[src/rtl/jump_motion_ctrl.sv]
// jump_motion_ctrl: per-character motion sequencer, one update per frame_clk.
// Turns key presses and collision flags into signed dx/dy steps, runs the
// ground/rise/apex/fall jump state machine and the walk-animation index.
// Optional feature macro: JUMP_AIR_CONTROL_EN (steering while airborne).
module jump_motion_ctrl #(
  parameter int RISE_FRAMES = 12,
  parameter int RISE_SPEED  = 5,
  parameter int FALL_MAX    = 4,
  parameter int WALK_SPEED  = 3,
  parameter int ANIM_DIV    = 5
) (
  input  logic       frame_clk,
  input  logic       Reset,
  input  logic       key_up,
  input  logic       key_left,
  input  logic       key_right,
  input  logic       can_up,
  input  logic       can_down,
  input  logic       can_left,
  input  logic       can_right,
  input  logic       jump_block,
  output logic [9:0] dx,
  output logic [9:0] dy,
  output logic [1:0] state,
  output logic [1:0] anim_frame,
  output logic       moving_left,
  output logic       moving_right
);

  localparam int RCW = (RISE_FRAMES > 1) ? $clog2(RISE_FRAMES) : 1;
  localparam logic [RCW-1:0] RISE_LAST = RCW'(RISE_FRAMES - 1);
  localparam logic [9:0]     STEP_R    = 10'(WALK_SPEED);
  localparam logic [9:0]     STEP_L    = 10'(-WALK_SPEED);
  localparam logic [9:0]     STEP_UP   = 10'(-RISE_SPEED);
  localparam logic [2:0]     FV_MAX    = 3'(FALL_MAX);
  localparam logic [2:0]     ANIM_LAST = 3'(ANIM_DIV - 1);

  typedef enum logic [1:0] {
    GROUND = 2'b00,
    RISE   = 2'b01,
    APEX   = 2'b10,
    FALL   = 2'b11
  } state_t;

  state_t         state_q, state_d;
  logic [9:0]     dx_q, dx_d, dy_q, dy_d;
  logic [2:0]     fall_v_q, fall_v_d;
  logic [RCW-1:0] rise_cnt_q, rise_cnt_d;
  logic [2:0]     anim_cnt_q, anim_cnt_d;
  logic [1:0]     anim_q, anim_d;
  logic           go_r, go_l;
  logic [9:0]     ground_step;

`ifndef JUMP_AIR_CONTROL_EN
  // direction latched from the keys on the last grounded frame: {left, right}
  logic [1:0]     air_dir_q, air_dir_d;
`endif

  assign state        = state_q;
  assign dx           = dx_q;
  assign dy           = dy_q;
  assign anim_frame   = anim_q;
  assign moving_left  = dx_q[9];
  assign moving_right = ~dx_q[9] & (|dx_q);

  // exactly one horizontal key held; both or neither cancel out
  assign go_r = key_right & ~key_left;
  assign go_l = key_left & ~key_right;

  // walking step with the blocked side forced to zero
  always_comb begin
    ground_step = '0;
    if (go_r && can_right)     ground_step = STEP_R;
    else if (go_l && can_left) ground_step = STEP_L;
  end

  // next-state, vertical/horizontal step and animation logic
  always_comb begin
    state_d    = state_q;
    dy_d       = '0;
    fall_v_d   = fall_v_q;
    rise_cnt_d = rise_cnt_q;
    anim_cnt_d = anim_cnt_q + 3'd1;
    anim_d     = anim_q;

    case (state_q)
      GROUND: begin
        // a missing floor wins over a jump request
        if (can_down) begin
          state_d  = FALL;
          fall_v_d = 3'd1;
          dy_d     = 10'd1;
        end else if (key_up && can_up && !jump_block) begin
          state_d    = RISE;
          rise_cnt_d = '0;
          dy_d       = STEP_UP;
        end
      end
      RISE: begin
        // last rising frame or head bump: stop vertical motion at the apex
        if (rise_cnt_q == RISE_LAST || !can_up) begin
          state_d = APEX;
        end else begin
          rise_cnt_d = rise_cnt_q + RCW'(1);
          dy_d       = STEP_UP;
        end
      end
      APEX: begin
        state_d  = FALL;
        fall_v_d = 3'd1;
        dy_d     = 10'd1;
      end
      FALL: begin
        if (!can_down) begin
          state_d  = GROUND;
          fall_v_d = '0;
        end else begin
          fall_v_d = (fall_v_q >= FV_MAX) ? FV_MAX : fall_v_q + 3'd1;
          dy_d     = {7'd0, fall_v_d};
        end
      end
      default: state_d = GROUND;
    endcase

`ifdef JUMP_AIR_CONTROL_EN
    dx_d = ground_step;
`else
    air_dir_d = air_dir_q;
    if (state_q == GROUND) begin
      dx_d      = ground_step;
      air_dir_d = {go_l, go_r};
    end else begin
      dx_d = '0;
      if (air_dir_q[0] && can_right)     dx_d = STEP_R;
      else if (air_dir_q[1] && can_left) dx_d = STEP_L;
    end
`endif

    // walk frames alternate on each wrap while moving; idle pose otherwise
    if (anim_cnt_q == ANIM_LAST) begin
      anim_cnt_d = '0;
      if (dx_q != '0) anim_d = (anim_q == 2'b10) ? 2'b01 : 2'b10;
      else            anim_d = 2'b00;
    end
  end

  // frame register: every output is registered, sync active-high reset
  always_ff @(posedge frame_clk) begin
    if (Reset) begin
      state_q    <= GROUND;
      dx_q       <= '0;
      dy_q       <= '0;
      fall_v_q   <= '0;
      rise_cnt_q <= '0;
      anim_cnt_q <= '0;
      anim_q     <= 2'b00;
`ifndef JUMP_AIR_CONTROL_EN
      air_dir_q  <= 2'b00;
`endif
    end else begin
      state_q    <= state_d;
      dx_q       <= dx_d;
      dy_q       <= dy_d;
      fall_v_q   <= fall_v_d;
      rise_cnt_q <= rise_cnt_d;
      anim_cnt_q <= anim_cnt_d;
      anim_q     <= anim_d;
`ifndef JUMP_AIR_CONTROL_EN
      air_dir_q  <= air_dir_d;
`endif
    end
  end

endmodule

[config.mk]
export PLATFORM = sky130hd
export DESIGN_NAME = jump_motion_ctrl
export DESIGN_NICKNAME = d
export VERILOG_FILES = /design/src/rtl/jump_motion_ctrl.sv
export SDC_FILE = /design/constraint.sdc
export NUM_CORES = 1
export LEC_CHECK = 0
export ABC_AREA = 1
export ABC_CLOCK_PERIOD_IN_PS = 4100
export CORE_ASPECT_RATIO = 0.7
export CORE_MARGIN = 2
export CORE_UTILIZATION = 34
export DETAILED_ROUTE_END_ITERATION = 7
export GPL_TIMING_DRIVEN = 1
export SETUP_SLACK_MARGIN = 0.4
export SYNTH_ARGS = -nofsm -noshare
export SYNTH_HDL_FRONTEND = slang
export SYNTH_SLANG_ARGS = --single-unit
[constraint.sdc]
create_clock -name frame_clk -period 4.1 [get_ports frame_clk]
set_clock_uncertainty 0.15 [all_clocks]
set_input_delay 1.025 -clock frame_clk [delete_from_list [all_inputs] [get_ports frame_clk]]
set_output_delay 1.025 -clock frame_clk [all_outputs]
set_load 0.02 [all_outputs]
# Word-level counts from Yosys, hierarchy flattened
# Index checks and enable logic that the tools add are counted.
# op_classes
addsub	3
magnitude_cmp	1
eq_ne	13
bitwise_logic	6
n_mux	25
reduce_logical	18
# op_table
cell	count
2-to-1 mux 10 bit	8
one-hot mux 10 bit (4 select lines)	1
2-to-1 mux 2 bit	6
2-to-1 mux 3 bit	4
2-to-1 mux 4 bit	3
inequality test 2 bit, second input constant	6
nonzero test 10 bit	1
OR reduction 10 bit	1
one-hot mux 3 bit (3 select lines)	1
one-hot mux 2 bit (4 select lines)	1
one-hot mux 4 bit (2 select lines)	1
adder 3 x 1 -> 3 bit, second input constant	2
equality test 2 bit, second input constant	3
logical AND 1 bit	6
adder 4 x 1 -> 4 bit, second input constant	1
equality test 4 bit, second input constant	1
AND reduction 4 bit	1
bitwise AND 1 bit	3
equality test 3 bit, second input constant	1
>= comparator 3 bit, second input constant	1
inequality test 3 bit, second input constant	1
inverter 1 bit	3
AND reduction 3 bit	1
nonzero test 3 bit	1
7 further kinds	8
# word_totals
inputBits	10
reg_bits	36
wordCells	74

# Longest topological paths before layout
# Gate-level depths: netlist of the first run.
# depth
word_depth	6
depth_mapped	10
depth_no_buf	10

# Least setup slack after synthesis of the first run
# OpenSTA, ideal clock, no wires.
# synth_path
path_kind	register to output
startpoint	reg dx_q[0], in the netlist dx[0]
endpoint	out moving_right
path_slack_ns	2.053
stages_incl_launch_ff	3
t_arrival_ns	0.872
n_path_buf	0
path_cell_list	dfxtp_1 > inv_1 > a21oi_1
# synth_via
elab_chain_cells	2
# synth_rtl
item	line_no	source
start: declaration	46	logic [9:0] dx_q, dx_d, dy_q, dy_d;
start signal: assignment	151	dx_q <= '0;
start signal: assignment	162	dx_q <= dx_d;
OR reduction 10 bit	64	assign moving_right = ~dx_q[9] & (|dx_q);
bitwise AND 1 bit	64	
end: declaration	27	output logic moving_right
# No other way between the ends.

==> summary.md, run 1 <==
| Metric | Value |
|---|---|
| Crit end category | `output port` |
| Maximum fanout along the worst path | `11` |
| NumNets Final | `216` |
| Syn Std Cell Area | `1334 sq um` |
| Max Slew Vio Count | `0` |
| Distinct cells, synth | `31` |
| Port bufs | `35` |
| Post-CTS Setup Inserts | `0` |
| Avg Inst Size Synth | `7.710 sq um` |
| Final worst-path cycle share | `63.73%` |
| DR WL met2 | `959 um` |
| Setup TNS | `0 ns` |
| Vias/cell | `4.352` |
| Leakage power | `approximately 0.0007 uW` |
| DR top layer | `met4` |
| Main flop type after synthesis | `dfxtp_1` |
| Placed insts | `roughly 240` |
| Worst Path Required | `~3 ns` |
| Die H | `56.40 um` |
| RSZ-0062 raised after global routing | `no` |
| Critical Path Start Type | `register` |
| First-pass GRT wire length | `~4.4 mm` |
| WP data arrival | `1.44 ns` |
| Synth top area share | `34.52%` |
| Resize count post-CTS | `0` |
| Total GRT Usage | `12.27%` |
| Period minus WS final | `2.613 ns` |
| Detailed Place HPWL | `1.914 mm` |
| # H-tree levels | `1` |
| Clk buf depth | `2` |
| Initial core utilization | `34.63%` |
| # IOs | `36` |
| Slew at the pin closest to its max-slew limit | `0.4190 ns` |
| CP top delay family | `buffers and inverters` |
| GPL Wtd Cong | `0.7295` |
| Final hold slack | `0.3023 ns` |
| Post-synthesis register bit count | `23` |
| Placed Area | `1614 sq um` |
| Post-cts hold buffer count | `0` |
| Core footprint | `3851 sq um` |
| Dominant cell type by area after synthesis | `dfxtp_1` |
| Die X | `78.86 um` |
| CP Cell Sequence | `clkdlybuf4s50_1` |
| CTS tree | `built` |
| Synthesized net count | `193` |
| Die ar. | `4448 sq um` |
| First DRT Iteration DRCs | `72` |
| Root buf cell | `clkbuf_8` |
| Status | `finished, final reports clean` |
| Max cap viols | `0` |
| Largest net degree at the start of global routing | `14` |
| Final setup viols | `0` |
| Number of global-route vias before repair | `just under 1000` |
| Worst-skew pair later-pin latency | `about 0.27 ns` |
| Area contributors post-synth | `dfxtp_1 (35%), ha_1 (9.4%), buf_4 (7.9%)` |
| Pwr Density | `607.3 nW/um^2` |
| M1 WL | `1.351 mm` |
| WL final | `2.439 mm` |
| Max Fclk | `382.7 MHz` |
| Max incr delay on CP | `0.68 ns` |
| Layout cell share with drive strength beyond 1 | `12.82%` |
| Hold Vio Cnt, Final | `0` |
| Routed wl met3 | `slightly below 100 um` |
| Cells after synthesis | `roughly 170` |
| Post-route ant nets | `0` |
| HP Class | `register to register` |
| Total grt overflow | `0` |
| Slew margin rel. | `72.07%` |
| EDFF count, synth | `0` |
| Antenna violations before repair | `0` |
| Crit path kind | `register to output port` |
| Sequential area share after synthesis | `34.52%` |
| Bufs and invs on worst path | `1` |
| Asr flop ratio synth | `0%` |
| Number of core rows | `19` |
| CP max-delay cell | `clkdlybuf4s50_1` |
| Post-Layout Cell Count | `~250` |
| Syn-to-layout area delta | `24.48%` |
| Design area | `1660 sq um` |
| Worst-path clk slew | `0.09 ns` |
| DR pass1 iterations | `4` |
| Vias after detailed routing | `1075` |
| Total CTS buffers | `3` |
| WL per Instance | `9.874 um` |
| Ant. Diodes | `0` |
| Clk sinks | `23` |
| YS warnings | `0` |
| DRC viols | `0` |
| Worst vdd ir | `372.8 uV` |
cells in the mapped netlist, types with 2 or more instances:
master / n
dfxtp_1: 23
nand2_1: 23
inv_1: 22
nor2_1: 21
buf_4: 14
a21oi_1: 12
ha_1: 10
nand3_1: 8
nand2_2: 5
nand4_1: 4
nand2_4: 3
o21ai_0: 3
a21oi_2: 2
a31oi_1: 2
inv_2: 2
nand3_2: 2
nor2_2: 2
nor2_4: 2
state kept, by name, indices dropped and copies added, names as in the netlist:
| signal | flops |
|---|---|
| dy | 4 |
| fall_v_q | 3 |
| air_dir_q | 2 |
| anim_cnt_q | 3 |
| rise_cnt_q | 4 |
| anim_frame | 2 |
| dx | 3 |
| state | 2 |
through the flow:
step	setup WS [ns]	total power (uW)	utilization (%)
after floorplan	2.053	746.6	-
after global placement	1.585	872.5	41.91
after detailed placement	1.529	871.5	41.91
after CTS	1.475	1015	43.11
after global routing	1.415	1094	43.11
final	1.487	1008	43.11
final timing paths:
path,startpoint,endpoint,slack (ns),depth (start not counted)
setup / recovery,dx[8],dx[3],1.49,1
hold / removal,anim_cnt_q[0],anim_cnt_q[0],0.30,1
setup reg to reg,state[1],state[1],2.33,9
hold reg to reg,anim_cnt_q[0],anim_cnt_q[0],0.30,1
cell usage in the layout (no fill, tap or decap), drive strengths merged:
cell type / n
clkdlybuf4s50: 35
nand2: 31
clkbuf: 3
nor3: 1
xnor2: 1
inv: 25
and2: 1
o22ai: 1
a21oi: 14
clkinv: 1
ha: 10
nand3b: 1
dfxtp: 23
nand4: 4
o31ai: 1
o21ai: 5
nand3: 10
nor2: 25
a31oi: 2
or2: 1
metal layers:
metal  vias up  global-route usage, %
met1       469                  18.47
met3         2                  3.537
met2        24                  16.73
met5         -                      0
li1        580                      -
met4         0                  3.695
worst register-to-register path: stages, from the launching register on:
cell     delay (ns)
dfxtp_1        0.35
inv_1          0.13
ha_1           0.43
inv_4          0.11
nor2_4         0.16
o21ai_2        0.09
nand3_2        0.08
nand2_1        0.05
nand2_1        0.06
nor2_2         0.04
where the power goes:
| group | leakage, uW | internal [uW] | switching, uW |
|---|---|---|---|
| Sequential | 0.000189 | 278 | 44.3 |
| Combinational | 0.000487 | 220 | 324 |
| Clock | 0.0000255 | 67.9 | 74.3 |
logic make-up after synthesis:
logic type      synth area share [%]
simple gates                   28.14
compound gates                 9.944
buf+inv                        17.35
fa+ha+maj                      9.381
xor+xnor                      0.6568
flops                          34.52
layout make-up:
cell class | count | area, sq um
clock buffer | 3 | 41.29
timing repair buffer | 35 | 350.3
sequential | 23 | 460.4
inverter | 25 | 96.34
multi-input combinational | 108 | 641.9
fill | 409 | 2191
tap | 52 | 65.06
clock inverter | 1 | 5.005
No activity file was read; power rests on OpenSTA's default activity.
==> run 2: changes to the inputs <==
Settings changed: ABC_CLOCK_PERIOD_IN_PS 4100 to 2200.
Clock period 4.1 ns to 2.2 ns, I/O delays scaled along.
==> summary.md, run 2 (same netlist as run 1, synthesis figures left out) <==
| Metric | Value |
|---|---|
| Crit end category | `output port` |
| Leakage power | `0.0008082 uW (+15%)` |
| Placed insts | `244 (+0.41%)` |
| Post-cts hold buffer count | `0 (unchanged)` |
| Total grt overflow | `0 (unchanged)` |
| Max incr delay on CP | `0.42 ns (-0.26 ns)` |
| Vias after detailed routing | `1077 (+0.19%)` |
| Status | `finished, final reports clean` |
| Hold Vio Cnt, Final | `0 (unchanged)` |
| Clk sinks | `23 (unchanged)` |
| # H-tree levels | `1 (unchanged)` |
| Worst-skew pair later-pin latency | `0.26 ns (about the same)` |
| Crit path kind | `register to output port` |
| Core footprint | `3851 sq um (unchanged)` |
| Maximum fanout along the worst path | `5 (-6)` |
| Worst Path Required | `1.50 ns (-1.42 ns)` |
| Setup TNS | `0 ns (unchanged)` |
| Period minus WS final | `1.730 ns` |
| Fin util | `42.43% (-0.68 points)` |
| WL final | `2.595 mm (+6.4%)` |
| Area of the multi-input gates | `644.4 sq um (+0.39%)` |
| Die X | `78.86 um (unchanged)` |
| Number of global-route vias before repair | `956 (-1.7%)` |
| CP top delay family | `flip-flops` |
| Slew margin rel. | `73.45% (+1.4 points)` |
| Total CTS buffers | `3 (unchanged)` |
| WP data arrival | `1.03 ns (-0.41 ns)` |
| Syn-to-layout area delta | `22.51%` |
| Max Fclk | `577.9 MHz` |
| Critical Path Start Type | `register` |
| DR pass1 iterations | `4 (unchanged)` |
| Largest net degree at the start of global routing | `13 (-1)` |
| RSZ-0062 raised after global routing | `no` |
| Ant. Diodes | `0 (unchanged)` |
| Clk buf depth | `2 (unchanged)` |
| Vias/cell | `4.343 (-0.22%)` |
| Final worst-path cycle share | `about four fifths` |
| Total GRT Usage | `12.24% (-0.030 points)` |
| Slew at the pin closest to its max-slew limit | `0.3978 ns (-0.02118 ns)` |
| Worst-path clk slew | `0.08 ns (about the same)` |
| Number of fill cells | `427 (+4.4%)` |
| DRC viols | `0 (unchanged)` |
| Die ar. | `4448 sq um (unchanged)` |
| GPL Wtd Cong | `0.7463 (+2.3%)` |
| Pwr Density | `1113 nW/um^2 (+83%)` |
| Commonest non-fill, non-tap cells in the layout | `dlygate4sd2_1 (25), nand2_1 (23), inv_1 (22), dfxtp_1 (22), nor2_1 (21)` |
| Max Slew Vio Count | `0 (unchanged)` |
| CP Cell Sequence | `dlygate4sd2_1` |
| HP Class | `register to register` |
| First-pass GRT wire length | `4.291 mm (-2.1%)` |
| Initial core utilization | `34.63% (unchanged)` |
| Register area | `461.7 sq um (+0.27%)` |
| CP max-delay cell | `dfxtp_1` |
| Detailed Place HPWL | `1.975 mm (+3.2%)` |
| First DRT Iteration DRCs | `44 (-39%)` |
| Final setup viols | `0 (unchanged)` |
| Die H | `56.40 um (unchanged)` |
| Root buf cell | `clkbuf_8` |
| Post-Layout Cell Count | `248 (+0.40%)` |
| Max cap viols | `0 (unchanged)` |
| Worst vdd ir | `504.4 uV (+35%)` |
| Port bufs | `35 (unchanged)` |
| WL per Instance | `10.46 um (+6.0%)` |
| Number of core rows | `19 (unchanged)` |
| CTS tree | `built` |
| Antenna violations before repair | `0 (unchanged)` |
| NumNets Final | `217 (+0.46%)` |
| Post-route ant nets | `0 (unchanged)` |
| Bufs and invs on worst path | `1 (unchanged)` |
| Commonest non-fill, non-tap cell in the layout | `dlygate4sd2_1` |
| Layout cell share with drive strength beyond 1 | `14.29% (+1.5 points)` |
| # IOs | `36 (unchanged)` |
-- run 2: final cells by class --
| class | instances | share of cell area [%] |
|---|---|---|
| clock buffers | 4 | 2.757 |
| repair buffers | 36 | 19.68 |
| flip-flops and latches | 23 | 28.25 |
| well taps | 52 | 3.982 |
| inverters | 25 | 5.896 |
| multi-input cells | 108 | 39.43 |
-- run 2: final timing paths --
check             slack [ns]            end  depth (start not counted)     startpoint
hold reg to reg         0.30  anim_cnt_q[0]                          1  anim_cnt_q[0]
setup reg to reg        0.56       state[1]                          9       state[1]
setup / recovery        0.47       state[0]                          1       state[0]
hold / removal          0.30  anim_cnt_q[0]                          1  anim_cnt_q[0]
-- run 2: what timing repair did --
item,in CTS,in global routing
setup buffers,0,0
gates resized for setup,29,1
endpoints found under the setup margin,27,1
-- run 2: metal layers --
layer  part of all wire (%)  GRT usage [%]
met4                   0.73          2.956
met2                     42          18.44
met1                     53          17.40
met5                      0              0
met3                    4.5          3.376
-- run 2: report_power, final --
group / internal (uW) / switching [uW]
clock: 129 / 128
sequential: 518 / 81.2
combinational: 352 / 610
total: 999 / 820
-- run 2: per-stage QoR --
step           cell area, sq um  hold WS (ns)  power, uW  setup WS [ns]
2_1_floorplan              1334        0.2673       1391         0.5590
3_3_place_gp               1622        0.2787       1634         0.2489
3_5_place_dp               1622        0.2852       1637         0.2588
4_1_cts                    1639        0.3059       1841         0.4182
5_1_grt                    1634        0.3441       1966         0.4011
6_report                   1634        0.2984       1819         0.4696
